$ cat src/rtl/debounce_pkg.sv
// Shared state encodings and parameter legality check for debounce_sync.
// Used by debounce_sync, including the DEBOUNCE_EDGE_EN build.
package debounce_pkg;

   typedef enum logic [1:0] {
      ST_STABLE_LO = 2'd0,
      ST_WAIT_HI   = 2'd1,
      ST_STABLE_HI = 2'd2,
      ST_WAIT_LO   = 2'd3
   } state_e;

   // The counter only has to reach STABLE_CYCLES-1, so clog2 bits are enough.
   function automatic bit params_legal(input int unsigned sync_stages,
                                       input int unsigned stable_cycles,
                                       input int unsigned cnt_w);
      return (sync_stages >= 2) && (stable_cycles >= 2) &&
             (cnt_w >= 1) && (cnt_w >= $clog2(stable_cycles));
   endfunction

endpackage

$ cat src/rtl/sync_chain.sv
// N-flop synchronizer for a single asynchronous bit; all stages reset to RST_VAL.
module sync_chain #(
   parameter int unsigned STAGES  = 2,
   parameter logic        RST_VAL = 1'b0
) (
   input  logic clk,
   input  logic rst,
   input  logic d,
   output logic q
);

   logic [STAGES-1:0] sync_q;
   logic [STAGES-1:0] sync_d;

   always_comb begin
      sync_d = {sync_q[STAGES-2:0], d};
   end

   always_ff @(posedge clk) begin
      if (rst) begin
         sync_q <= {STAGES{RST_VAL}};
      end else begin
         sync_q <= sync_d;
      end
   end

   assign q = sync_q[STAGES-1];

endmodule

$ cat src/rtl/debounce_sync.sv
// Synchronizes and debounces a raw 1-bit input; q follows only after STABLE_CYCLES steady clocks.
// Define DEBOUNCE_EDGE_EN to get registered rise/fall pulses; otherwise they are tied low.
module debounce_sync
   import debounce_pkg::*;
#(
   parameter int unsigned SYNC_STAGES   = 2,
   parameter int unsigned STABLE_CYCLES = 1000,
   parameter int unsigned CNT_W         = 16,
   parameter logic        RST_VAL       = 1'b0
) (
   input  logic clk,
   input  logic rst,
   input  logic d_in,
   output logic q,
   output logic busy,
   output logic rise,
   output logic fall
);

   localparam state_e           RST_STATE = RST_VAL ? ST_STABLE_HI : ST_STABLE_LO;
   localparam logic [CNT_W-1:0] CNT_LAST  = CNT_W'(STABLE_CYCLES - 1);

   generate
      if (!params_legal(SYNC_STAGES, STABLE_CYCLES, CNT_W)) begin : g_bad_params
         $error("debounce_sync: illegal SYNC_STAGES/STABLE_CYCLES/CNT_W combination");
      end
   endgenerate

   logic             d_sync;
   state_e           state_q, state_d;
   logic [CNT_W-1:0] cnt_q, cnt_d;
   logic             q_q, q_d;

   sync_chain #(
      .STAGES  (SYNC_STAGES),
      .RST_VAL (RST_VAL)
   ) u_sync (
      .clk (clk),
      .rst (rst),
      .d   (d_in),
      .q   (d_sync)
   );

   always_comb begin
      state_d = state_q;
      cnt_d   = '0;
      q_d     = q_q;
      case (state_q)
         ST_STABLE_LO, ST_STABLE_HI: begin
            if (d_sync != q_q) begin
               state_d = q_q ? ST_WAIT_LO : ST_WAIT_HI;
               cnt_d   = CNT_W'(1);
            end
         end
         ST_WAIT_HI, ST_WAIT_LO: begin
            if (d_sync == q_q) begin
               state_d = q_q ? ST_STABLE_HI : ST_STABLE_LO;
            end else if (cnt_q == CNT_LAST) begin
               state_d = d_sync ? ST_STABLE_HI : ST_STABLE_LO;
               q_d     = d_sync;
            end else begin
               cnt_d = cnt_q + 1'b1;
            end
         end
         default: begin
            state_d = RST_STATE;
            q_d     = RST_VAL;
         end
      endcase
   end

   always_ff @(posedge clk) begin
      if (rst) begin
         state_q <= RST_STATE;
         cnt_q   <= '0;
         q_q     <= RST_VAL;
      end else begin
         state_q <= state_d;
         cnt_q   <= cnt_d;
         q_q     <= q_d;
      end
   end

   assign q    = q_q;
   assign busy = (state_q == ST_WAIT_HI) || (state_q == ST_WAIT_LO);

`ifdef DEBOUNCE_EDGE_EN
   logic rise_q, rise_d;
   logic fall_q, fall_d;

   // Pulses are registered alongside q so they coincide with the q change.
   always_comb begin
      rise_d = !q_q &&  q_d;
      fall_d =  q_q && !q_d;
   end

   always_ff @(posedge clk) begin
      if (rst) begin
         rise_q <= 1'b0;
         fall_q <= 1'b0;
      end else begin
         rise_q <= rise_d;
         fall_q <= fall_d;
      end
   end

   assign rise = rise_q;
   assign fall = fall_q;
`else
   assign rise = 1'b0;
   assign fall = 1'b0;
`endif

endmodule

$ cat config.mk
export PLATFORM = sky130hd
export DESIGN_NAME = debounce_sync
export DESIGN_NICKNAME = d
export VERILOG_FILES = /design/src/rtl/debounce_pkg.sv /design/src/rtl/sync_chain.sv /design/src/rtl/debounce_sync.sv
export SDC_FILE = /design/constraint.sdc
export NUM_CORES = 1
export LEC_CHECK = 0
export ABC_AREA = 1
export BUFFER_PORTS_ARGS = -buffer_cell sky130_fd_sc_hd__buf_2
export CAP_MARGIN = 20
export CORE_UTILIZATION = 57
export DETAILED_ROUTE_END_ITERATION = 10
export PLACE_DENSITY = 0.85
export SLEW_MARGIN = 20
export SYNTH_ARGS = -nofsm -noshare
export SYNTH_HDL_FRONTEND = slang
export SYNTH_SLANG_ARGS = --single-unit
$ cat constraint.sdc
create_clock -name clk -period 1.8 [get_ports clk]
set_input_delay 0 -clock clk [delete_from_list [all_inputs] [get_ports clk]]
set_output_delay 0 -clock clk [all_outputs]
set_load 0.03 [all_outputs]
# --- After elaboration in Yosys (flattened, before gate mapping) ---
# Index checks and enable logic that the tools add are counted.
totals:
  out_inout_bits: 4
  ff_bits: 21
  memories: 0
  in_bits: 3
  ramBits: 0
  word_cells: 31
  romBits: 0
  latchBits: 0
op_classes:
  n_div: 0
  shifts: 0
  n_eq_ne: 8
  addsub: 1
  magnitude_cmp: 0
  n_mux: 11
  n_reduce_logical: 6
  n_mul: 0
  n_bitwise: 1
ops:
  columns: ["operator", "count"]
  rows:
  - ["two-way mux 16 bit", 2]
  - ["case mux 16 bit (2 select lines)", 1]
  - ["adder 16 x 1 -> 16 bit (second input constant)", 1]
  - ["== test 16 x 10 -> 1 bit (second input constant)", 1]
  - ["two-way mux 2 bit", 6]
  - ["== test 2 bit (second input constant)", 2]
  - ["case mux 2 bit (2 select lines)", 1]
  - ["OR reduction 2 bit", 2]
  - ["inequality test 3 bit (second input constant)", 1]
  - ["AND reduction 3 bit", 1]
  - ["== test 2 x 1 -> 1 bit (second input constant)", 1]
  - ["zero test 2 bit", 1]
  - ["inequality test 2 bit (second input constant)", 1]
  - ["AND reduction 2 bit", 1]
  - ["== test 1 bit", 1]
  - ["logical OR 1 bit", 1]
  - ["two-way mux 1 bit", 1]
  - ["inequality test 1 bit", 1]
  - ["inverter 1 bit", 1]

# --- Depth between registers and ports, before layout ---
depth:
  word_depth: 4
  ltp_mapped: 9
  depth_no_buf: 9

# --- Cells and area by module ---
# A second synthesis with hierarchy kept.
unflattened:
  cells_unflattened: 136
  area_unflattened_um2: 1029.7
modules_own_cells:
  columns: ["module", "seq_area_each_um2", "instances", "area_each_um2", "cells_each"]
  rows:
  - ["debounce_sync", 360.3, 1, 974.7, 130]
  - ["sync_chain", 40.0, 1, 55.1, 6]

# --- Worst setup path after synthesis ---
# OpenSTA, ideal clock, no wires.
synth_path:
  kind: "register -> register"
  start: "reg cnt_q[0]"
  end: "reg cnt_q[10]"
  arrival_time_ns: 1.189
  required_time_ns: 1.682
  path_buffers: 1
  synth_period_minus_slack_ns: 1.307
  path_slack_ns: 0.493
  path_stages_with_launch: 10
  setup_time_ns: 0.118
  path_cell_list: "dfxtp_1 > ha_1 > nand2_2 > inv_2 > nand2_1 > nor2_2 > nand2_1 > nand3_4 > buf_12 > nor2_4"
synth_between:
  elab_chain_len: 4
  word_cells_on_any_way: 5
  cone_classes: "1 x add/sub; 1 x eq/ne; 3 x mux"
synth_lines:
  columns: ["element", "line_no", "text"]
  rows:
  - ["from (decl)", "debounce_sync.sv:31", "logic [CNT_W-1:0] cnt_q, cnt_d;"]
  - ["from (signal assigned)", "debounce_sync.sv:79", "cnt_q <= cnt_d;"]
  - ["adder 16 x 1 -> 16 bit or == test 16 x 10 -> 1 bit (tied branches)", "debounce_sync.sv:62, debounce_sync.sv:58", null]
  - ["two-way mux 16 bit *", "debounce_sync.sv:58", "end else if (cnt_q == CNT_LAST) begin"]
  - ["two-way mux 16 bit *", "debounce_sync.sv:56", "if (d_sync == q_q) begin"]
  - ["case mux 16 bit (2 select lines) *", "debounce_sync.sv:48", "case (state_q)"]
# Mark *: on every way between the ends. The rest lies on a longest branch, timed or not.
# A chain may end at the register's enable or synchronous reset.

# --- Final worst setup path ---
layout_path:
  start: "reg cnt_q[0]"
  end: "reg cnt_q[2]"
# The elaborated chain is that of the path after synthesis.

==> out/metrics.csv <==
stage,metric,value,unit
synth,"Avg Cell Area, Syn",7.42,µm²
critical_path,CP Data Required Time,2.03,ns
power,P_leak,0.405,nW
routing,DR top layer,met4,
cells_and_area,FILL cells,159,
placed_design,Buffers on Ports,4,
critical_path,CP Data Arrival Time,1.69,ns
clock_network,Num CTS Buffers,3,
synth,post-synthesis mux area share,0,
run_status,run status,finished clean,
routing,final wirelength,1810,µm
job,max capacitance violation total,0,
clock_network,clk sink count,20,
placed_design,DP Wirelength,1450,µm
timing,RSZ-0062 raised after global routing,no,
timing,Setup-failing EPs final,0,
synth,"Seq/Total Area, Yosys",0.377,
power,Switching Fraction,0.204,
synth,compound-gate portion of the synthesized area,0.0731,
floorplan,IO Count,7,
floorplan,core footprint,1730,µm²
placed_design,pre-CTS setup slack,0.343,ns
global_route,GR Overflow Total,0,
timing,Final Worst Setup Slack,0.337,ns
clock_network,"CTS clk-pin slew, worst paths",0.11,ns
timing,fin. max-slew vios,0,
synth,synthesis-stage register bit count,20,
synth,Cells after Synth,143,
routing,Avg WL per Cell,10.3,µm
cells_and_area,final instance area,1130,µm²
routing,Starting DRT DRC Count,16,
synth,XOR/XNOR Fraction of Synth Area,0.0495,
routing,via count,870,
timing,Layout Skew,0.000957,ns
floorplan,Chip Height,45.1,µm
synth,Mapped Area,1060,µm²
floorplan,Starting Density,0.614,
global_route,largest net degree at the start of global routing,16,
min_path,type of the worst min-delay path,reg2reg,
routing,vias per cell,4.97,
critical_path,Worst Setup End Kind,register,
routing,Remaining DRCs,0,
timing,Total Neg Setup Slack,0,ns
placed_design,routability congestion estimate from global placement,0.868,
power,logic gate share of total power,0.030,
routing,met3 wire length,78,µm
timing,Final Cycle Share,0.813,
power,Clk network pwr share,0.352,
power,Tot Pwr,0.724,mW
routing,met2 WL,872,µm
global_route,GRT Total Usage,0.206,
clock_network,CTS Root Cell,clkbuf_4,
synth,Yosys warnings,0,
clock_network,clock latency on the worst-skew pair,0.30,ns
cells_and_area,"commonest non-fill, non-tap cell in the layout",nand2_1,
power,Peak VDD IR,0.681,mV
cells_and_area,Synth-to-Final Area Change,6.84,%
routing,post-route ant nets,0,
floorplan,row cnt,15,
power,pwr/cell area,639,nW/µm²
power,P_int,0.576,mW
clock_network,clock buffer depth,2,
cells_and_area,Antenna Cells,0,
cells_and_area,most frequent cells in the layout,"nand2_1, nor2_1, dfxtp_1",
global_route,number of global-route vias before repair,760,
synth,Post-Synth Simple-Gate Area,0.374,
power,sequential power share,0.618,
timing,Peak Freq,684,MHz
floorplan,die area,2040,µm²
synth,Synth Area in Adders,0.0118,
clock_network,CTS tree,done,
routing,M1 WL,843,µm
synth,unique cell type count in the Yosys netlist,26,
cells_and_area,layout cells sized above 1,0.193,
global_route,initial antenna violation count,0,
clock_network,H-tree Lvls,1,
synth,largest family of logic cells by synthesized area,simple AND/OR/NAND/NOR gates,
global_route,first-pass GRT wire length,3080,µm
power,switching power,0.148,mW
routing,DRT Pass-1 Iters,4,
timing,WHS,0.420,ns
timing,Final Hold Violating Endpoints,0,
cells_and_area,final net count,155,
critical_path,Worst Path Max Fanout,15,
placed_design,dpl cell area,1080,µm²
floorplan,Die X,45.1,µm
critical_path,Setup CP Type,reg2reg,
timing,Final min period,1.46,ns
critical_path,CP Launch Type,register,
## stage by stage
stage,util,instances
after floorplan,-,144
after global placement,0.624,169
after detailed placement,0.624,169
after CTS,0.657,175
after global routing,0.657,175
final,0.657,175
## metal layers
layer,GRT usage,up-vias
li1,-,454
met1,0.260,391
met2,0.351,23
met3,0.0600,2
met4,0.0364,0
met5,0,-
## power groups by stage
stage | clock [mW] | sequential [mW] | combinational [mW]
2_1_floorplan | 0 | 0.457 | 0.0175
3_3_place_gp | 0 | 0.458 | 0.0175
3_5_place_dp | 0 | 0.458 | 0.0185
4_1_cts | 0.263 | 0.448 | 0.0217
5_1_grt | 0.282 | 0.449 | 0.0237
6_report | 0.255 | 0.448 | 0.0214
## sequential cells by signal (all words and copies together), names as in the netlist
register	cells
state_q	1
u_sync.sync_q	2
cnt_q	16
q	1
## cells in the mapped netlist
master	n	area share
nor3_4	1	0.015
nor2_2	7	0.041
ha_1	1	0.012
buf_4	2	0.014
a21oi_2	3	0.025
nand2_1	27	0.096
nand4_1	5	0.029
nor2_1	20	0.071
inv_1	18	0.064
xnor2_1	2	0.017
or2_1	1	0.0059
xor2_1	4	0.033
dfxtp_1	20	0.38
a21oi_4	1	0.015
nor2_4	2	0.021
nand2_2	2	0.012
conb_1	1	0.0035
a21oi_1	5	0.024
nand3_1	10	0.047
clkbuf_1	1	0.0035
inv_2	3	0.011
buf_12	1	0.019
nor3_2	1	0.0094
o21ai_0	2	0.0094
nand3_4	1	0.017
nor3_1	2	0.0094
## layout make-up
class	count	area [µm²]	area share
Clock buffer	4	36.3	0.0320
Sequential cell	20	400	0.353
Tap cell	25	31.3	0.0276
Multi-Input combinational cell	99	547	0.482
Inverter	21	78.8	0.0695
Timing Repair Buffer	6	40.0	0.0353
## what timing repair did
action	CTS	global route
hold buffers	2	0
buffers inserted	0	0
endpoints found under the hold margin	2	0
gates resized for setup	0	0
## worst paths after layout
path | start | endpoint | slack, ns | cells after the start
setup / recovery | cnt_q[0] | cnt_q[2] | 0.34 | 8
setup reg to reg | cnt_q[0] | cnt_q[2] | 0.34 | 8
hold reg to reg | u_sync.sync_q[0] | u_sync.sync_q[1] | 0.42 | 2
hold / removal | u_sync.sync_q[0] | u_sync.sync_q[1] | 0.42 | 2
## critical path, stage by stage (launching register included)
cell	delay, ns
dfxtp_1	0.34
ha_1	0.22
nand2_2	0.13
inv_2	0.05
nand2_1	0.08
nor2_2	0.05
nand2_1	0.09
nand3_4	0.23
nor3_1	0.20
## logic make-up after synthesis
| logic type | after synthesis |
|---|---|
| fa+ha+maj | 1 |
| flops | 20 |
| other cells | 1 |
| xor+xnor | 6 |
| simple gates | 79 |
| compound gates | 11 |
| buf+inv | 25 |
(Power assumes the default switching activity.)
